--- src/rtl/serial_subtractor_pkg.sv ---
// Shared definitions for the bit-serial subtractor: FSM encoding, default width, clog2 helper.
package serial_subtractor_pkg;

  localparam int DEFAULT_WIDTH = 8;

  typedef enum logic [1:0] {
    S_IDLE  = 2'd0,
    S_SHIFT = 2'd1,
    S_DONE  = 2'd2
  } state_t;

  function automatic int clog2(input int value);
    int r;
    int v;
    r = 0;
    v = value - 1;
    while (v > 0) begin
      r = r + 1;
      v = v >> 1;
    end
    return r;
  endfunction

endpackage

--- src/rtl/serial_subtractor_if.sv ---
// Operand/result handshake bundle between a controller (master) and the serial subtractor (slave).
// start is a request with no ready: the slave silently ignores it while busy.
interface serial_subtractor_if
  import serial_subtractor_pkg::*;
#(
  parameter int WIDTH = DEFAULT_WIDTH
);
  logic             start;
  logic [WIDTH-1:0] a;
  logic [WIDTH-1:0] b;
  logic             busy;
  logic             done;
  logic [WIDTH-1:0] diff;
  logic             borrow;

  modport master (output start, a, b, input busy, done, diff, borrow);
  modport slave  (input start, a, b, output busy, done, diff, borrow);
endinterface

--- src/rtl/serial_subtractor_fa.sv ---
// 1-bit full adder cell; used as the bit-slice of the serial datapath.
// Purely combinational, zero latency, no flow control.
module fa (
  input  logic a,
  input  logic b,
  input  logic cin,
  output logic sum,
  output logic cout
);
  assign sum  = a ^ b ^ cin;
  assign cout = (a & b) | (cin & (a ^ b));
endmodule

--- src/rtl/serial_subtractor.sv ---
// Bit-serial unsigned a - b, LSB first, via a + ~b + 1 through one full adder cell.
// Latency WIDTH+1 cycles from accepted start to done; start is ignored while busy.
module serial_subtractor
  import serial_subtractor_pkg::*;
#(
  parameter int WIDTH = DEFAULT_WIDTH
) (
  input  logic               clk,
  input  logic               rst,
  serial_subtractor_if.slave io
);

  localparam int            CW   = clog2(WIDTH);
  localparam logic [CW-1:0] LAST = CW'(WIDTH - 1);

  state_t           state;
  state_t           state_n;
  logic [WIDTH-1:0] a_sh;
  logic [WIDTH-1:0] b_sh;
  logic [WIDTH-1:0] res;
  logic [WIDTH-1:0] res_n;
  logic [WIDTH-1:0] diff_q;
  logic [CW-1:0]    count;
  logic             carry;
  logic             borrow_q;
  logic             sum;
  logic             cout;
  logic             accept;
  logic             step;
  logic             last;

  fa u_fa (
    .a    (a_sh[0]),
    .b    (b_sh[0]),
    .cin  (carry),
    .sum  (sum),
    .cout (cout)
  );

  // New sum bit enters at the MSB; after WIDTH steps res holds the whole result.
  assign res_n = WIDTH'({sum, res} >> 1);

  always_comb begin
    state_n = state;
    accept  = 1'b0;
    step    = 1'b0;
    last    = 1'b0;
    case (state)
      S_IDLE: begin
        if (io.start) begin
          accept  = 1'b1;
          state_n = S_SHIFT;
        end
      end
      S_SHIFT: begin
        step = 1'b1;
        if (count == LAST) begin
          last    = 1'b1;
          state_n = S_DONE;
        end
      end
      S_DONE: begin
        if (io.start) begin
          accept  = 1'b1;
          state_n = S_SHIFT;
        end else begin
          state_n = S_IDLE;
        end
      end
      default: state_n = S_IDLE;
    endcase
  end

  always_ff @(posedge clk or posedge rst) begin
    if (rst) begin
      state    <= S_IDLE;
      a_sh     <= '0;
      b_sh     <= '0;
      res      <= '0;
      carry    <= 1'b0;
      count    <= '0;
      diff_q   <= '0;
      borrow_q <= 1'b0;
    end else begin
      state <= state_n;
      if (accept) begin
        a_sh  <= io.a;
        b_sh  <= ~io.b;
        carry <= 1'b1;
        count <= '0;
        res   <= '0;
      end else if (step) begin
        a_sh  <= a_sh >> 1;
        b_sh  <= b_sh >> 1;
        carry <= cout;
        count <= count + CW'(1);
        res   <= res_n;
        // Outputs only change here, so they stay stable through the next operation.
        if (last) begin
          diff_q   <= res_n;
          borrow_q <= ~cout;
        end
      end
    end
  end

  assign io.busy   = (state == S_SHIFT);
  assign io.done   = (state == S_DONE);
  assign io.diff   = diff_q;
  assign io.borrow = borrow_q;

endmodule

--- src/flat_wrapper.sv ---
// flat-port wrapper written by rule: the top's interface ports become plain ports
module serial_subtractor_flat import serial_subtractor_pkg::*;
#(
  parameter int WIDTH = DEFAULT_WIDTH
)
  (clk, rst, io_start, io_a, io_b, io_busy, io_done, io_diff, io_borrow);
  serial_subtractor_if #(.WIDTH(WIDTH)) io_i ();
  input  logic clk;
  input  logic rst;
  input wire logic [$bits(io_i.start)-1:0] io_start;
  input wire logic [$bits(io_i.a)-1:0] io_a;
  input wire logic [$bits(io_i.b)-1:0] io_b;
  output wire logic [$bits(io_i.busy)-1:0] io_busy;
  output wire logic [$bits(io_i.done)-1:0] io_done;
  output wire logic [$bits(io_i.diff)-1:0] io_diff;
  output wire logic [$bits(io_i.borrow)-1:0] io_borrow;
  assign io_i.start = io_start;
  assign io_i.a = io_a;
  assign io_i.b = io_b;
  assign io_busy = io_i.busy;
  assign io_done = io_i.done;
  assign io_diff = io_i.diff;
  assign io_borrow = io_i.borrow;
  serial_subtractor #(.WIDTH(WIDTH)) u_core (.clk(clk), .rst(rst), .io(io_i));
endmodule
--- config.mk ---
export PLATFORM = sky130hd
export DESIGN_NAME = serial_subtractor_flat
export DESIGN_NICKNAME = d
export VERILOG_FILES = /design/src/rtl/serial_subtractor_pkg.sv /design/src/rtl/serial_subtractor_if.sv /design/src/rtl/serial_subtractor_fa.sv /design/src/rtl/serial_subtractor.sv /design/src/flat_wrapper.sv
export SDC_FILE = /design/constraint.sdc
export NUM_CORES = 1
export LEC_CHECK = 0
export ABC_AREA = 1
export CAP_MARGIN = 20
export CORE_AREA = 5 5 50 95
export CTS_CLUSTER_DIAMETER = 80
export DETAILED_ROUTE_END_ITERATION = 8
export DIE_AREA = 0 0 55 100
export PLACE_DENSITY = 0.84
export SLEW_MARGIN = 20
export SYNTH_ARGS = -nofsm -noshare
export SYNTH_HDL_FRONTEND = slang
export SYNTH_SLANG_ARGS = --single-unit
--- constraint.sdc ---
create_clock -name clk -period 1.5 [get_ports clk]
set_clock_uncertainty 0.15 [all_clocks]
set_input_delay 0.15 -clock clk [delete_from_list [all_inputs] [get_ports clk]]
set_output_delay 0.15 -clock clk [all_outputs]
set_load 0.03 [all_outputs]
==> out/metrics.cfg <==
[power]
power_density_nw_per_um2=2039
vdd_drop_max_uv=1116
p_leak_nw=1.288

[logic_synthesis]
syn-num-nets=242
yosysTopAreaCellShare_pct=47.77
syn_avg_cell_area_um2=9.048
synth_edf_count=0
synth_ff_type=dfrtp_1
yosysUniqueCellTypes=21
syn_area_um2=1991
yosysMostFrequentCell=nand2_1
synth-seq-cells=38
synthArstFlopShare_pct=100.0
ys_seq_area_share_pct=47.77
ys_warn_count=0
synthTopCellsByCount=nand2_1, nand3_1, dfrtp_1, inv_1, nand3_2
synth_area_leader_cell=dfrtp_1
syn_inst=220
synthTopCellsByArea=dfrtp_1, nand2_1, nand3_1

[sta]
maxSlewHeadroom_pct=79.56
setup_violations=0
finalHoldViolCount=0
fin_crit_ns=1.465
worstMarginPinSlew_ns=0.3078
fin_tns_setup_ns=0
drv_slew=0
fmax_mhz=682.8
period_share_pct=97.64

[route]
drt_first_pass_iters=4
wl_met1_um=1582
via_count=1532
avgRoutedWirePerCell_um=13.27
wl_met3_um=113
drc=0
via_per_inst=4.926
drtIter0Drc=27
ant_nets=0
met2WireLength_um=2352
wl_um=4126
top_layer=met4

[flow_run]
cap_viol_max_count=0

[run_status]
status=finished, final reports clean

[grt]
grt_max_degree=39
grt_pass1_vias=1521
gr-usage-all-layers_pct=16.94
grt_remaining_overflow=0
grt_pass1_wl_um=6844
antenna_found_initial=0

[die]
initial_core_util_pct=51.26
dieHeight_um=100
std_cell_rows=32
ios=30
die_w_um=55
core_um2=3884
dieArea_um2=5500

[placement]
dp_cells=297
dp_hpwl_um=2835
place_congestion=0.7992
port-buffer-count=29

[worst_setup_path]
path_class=register to primary output
rrSetupSlack_ns=0.07
cp_data_arrival_time_ns=1.16
worst_setup_path_start_kind=register
cp_max_fo=5
required_ns=1.20
endpoint_kind=primary output

[finish]
antenna_cells=0
drive_gt1_share_pct=21.92
multi_input_area_um2=800.8
fin_cells=311
area_growth_pct=24.32
register_area_um2=953.4
nNetsFinal=281
fill_cells=334

[clock_tree]
cts_hold_buf=0
clock_sinks=38
clk-insertion-delay-late_ns=0.29
cts_root_buf=clkbuf_8
htreeDepth=2
tritoncts=done
path_clk_slew_ns=0.08
numCtsBuffers=5
cts_buffer_depth=2

[min_path]
hp-class=primary input to asynchronous set/reset pin

[state kept, by name, summed over array words and instances, names as in the netlist]
register,flops
u_core.io.borrow,1
u_core.io.diff,8
u_core.state,2
u_core.carry,1
u_core.a_sh,8
u_core.b_sh,8
u_core.res,7
u_core.count,3
[layout by cell type (no fill, tap or decap), types with 3 or more instances in the layout]
master / count
nand2_1: 65
nand3_1: 39
dfrtp_1: 36
inv_1: 28
clkdlybuf4s50_1: 18
nand3_2: 14
dlygate4sd2_1: 9
buf_4: 9
o21ai_2: 6
clkbuf_8: 6
buf_6: 4
o21ai_1: 3
inv_2: 3
buf_12: 3
[where the power goes]
group	total, mW	switching [mW]	leakage, nW	internal (mW)
clock network	0.724	0.353	0.0482	0.371
registers	1.82	0.312	0.476	1.51
logic	2.50	1.52	0.763	0.980
total	5.05	2.19	1.29	2.86
[what timing repair did]
item,CTS,global route
pin swaps,0,2
gates cloned,0,0
buffers inserted,0,6
setup endpoints to repair,11,11
resized for setup,18,4
[layer usage]
metal / GRT usage [%] / up-vias
met2: 28.83 / 26
met4: 6.742 / 0
met1: 19.80 / 736
met3: 3.566 / 7
li1: - / 763
met5: 0 / -
[critical path: stages (launching register included)]
cell,delay [ns]
dfrtp_2,0.45
buf_12,0.14
nor2_8,0.14
buf_6,0.15
[path summary, 6_finish.rpt]
path / start / end / cells past startpoint
min in group clk: io_a[7] / u_core.a_sh[7]$_DFFE_PP0P_ / 3
hold / removal: rst / u_core.io.diff[5]$_DFFE_PP0P_ / 3
hold reg to reg: u_core.io.diff[7]$_DFFE_PP0P_ / u_core.io.diff[7]$_DFFE_PP0P_ / 2
setup reg to reg: u_core.carry$_DFFE_PP0P_ / u_core.io.diff[7]$_DFFE_PP0P_ / 5
max in group asynchronous: rst / u_core.state[1]$_DFFE_PP0P_ / 3
setup / recovery: u_core.state[1]$_DFFE_PP0P_ / io_busy / 3
[stage by stage]
stage / utilization (%) / hold WS [ns] / cell area, um^2 / setup WS (ns) / power, mW
after floorplan: - / 0.08147 / 1991 / 0.09616 / 3.731
after global placement: 59.15 / 0.3119 / 2297 / 0.05851 / 4.190
final: 63.72 / 0.04735 / 2475 / 0.03535 / 5.045
after global routing: 63.72 / 0.07385 / 2475 / -0.01068 / 5.466
after detailed placement: 59.15 / 0.3117 / 2297 / 0.02551 / 4.264
after CTS: 61.92 / 0.06155 / 2405 / -0.003879 / 4.968
[layout make-up]
class / instances / area share [%]
tap: 51 / 2.578
clock buffer: 7 / 3.488
sequential: 38 / 38.52
clock inverter: 1 / 0.2022
inverter: 33 / 5.409
multi-input combinational: 138 / 32.36
timing repair buffer: 43 / 17.44
[kinds of logic (layout without fill, tap and decap cells)]
group	Yosys count	in the layout	share of synthesized area, %
and+or+nand+nor	125	125	33.94
DFF	38	38	47.77
adders and majority gates	3	3	2.263
AOI/OAI and AO/OA	10	10	3.645
buffers and inverters	44	84	12.38
Power figures use the tool's default switching activity.
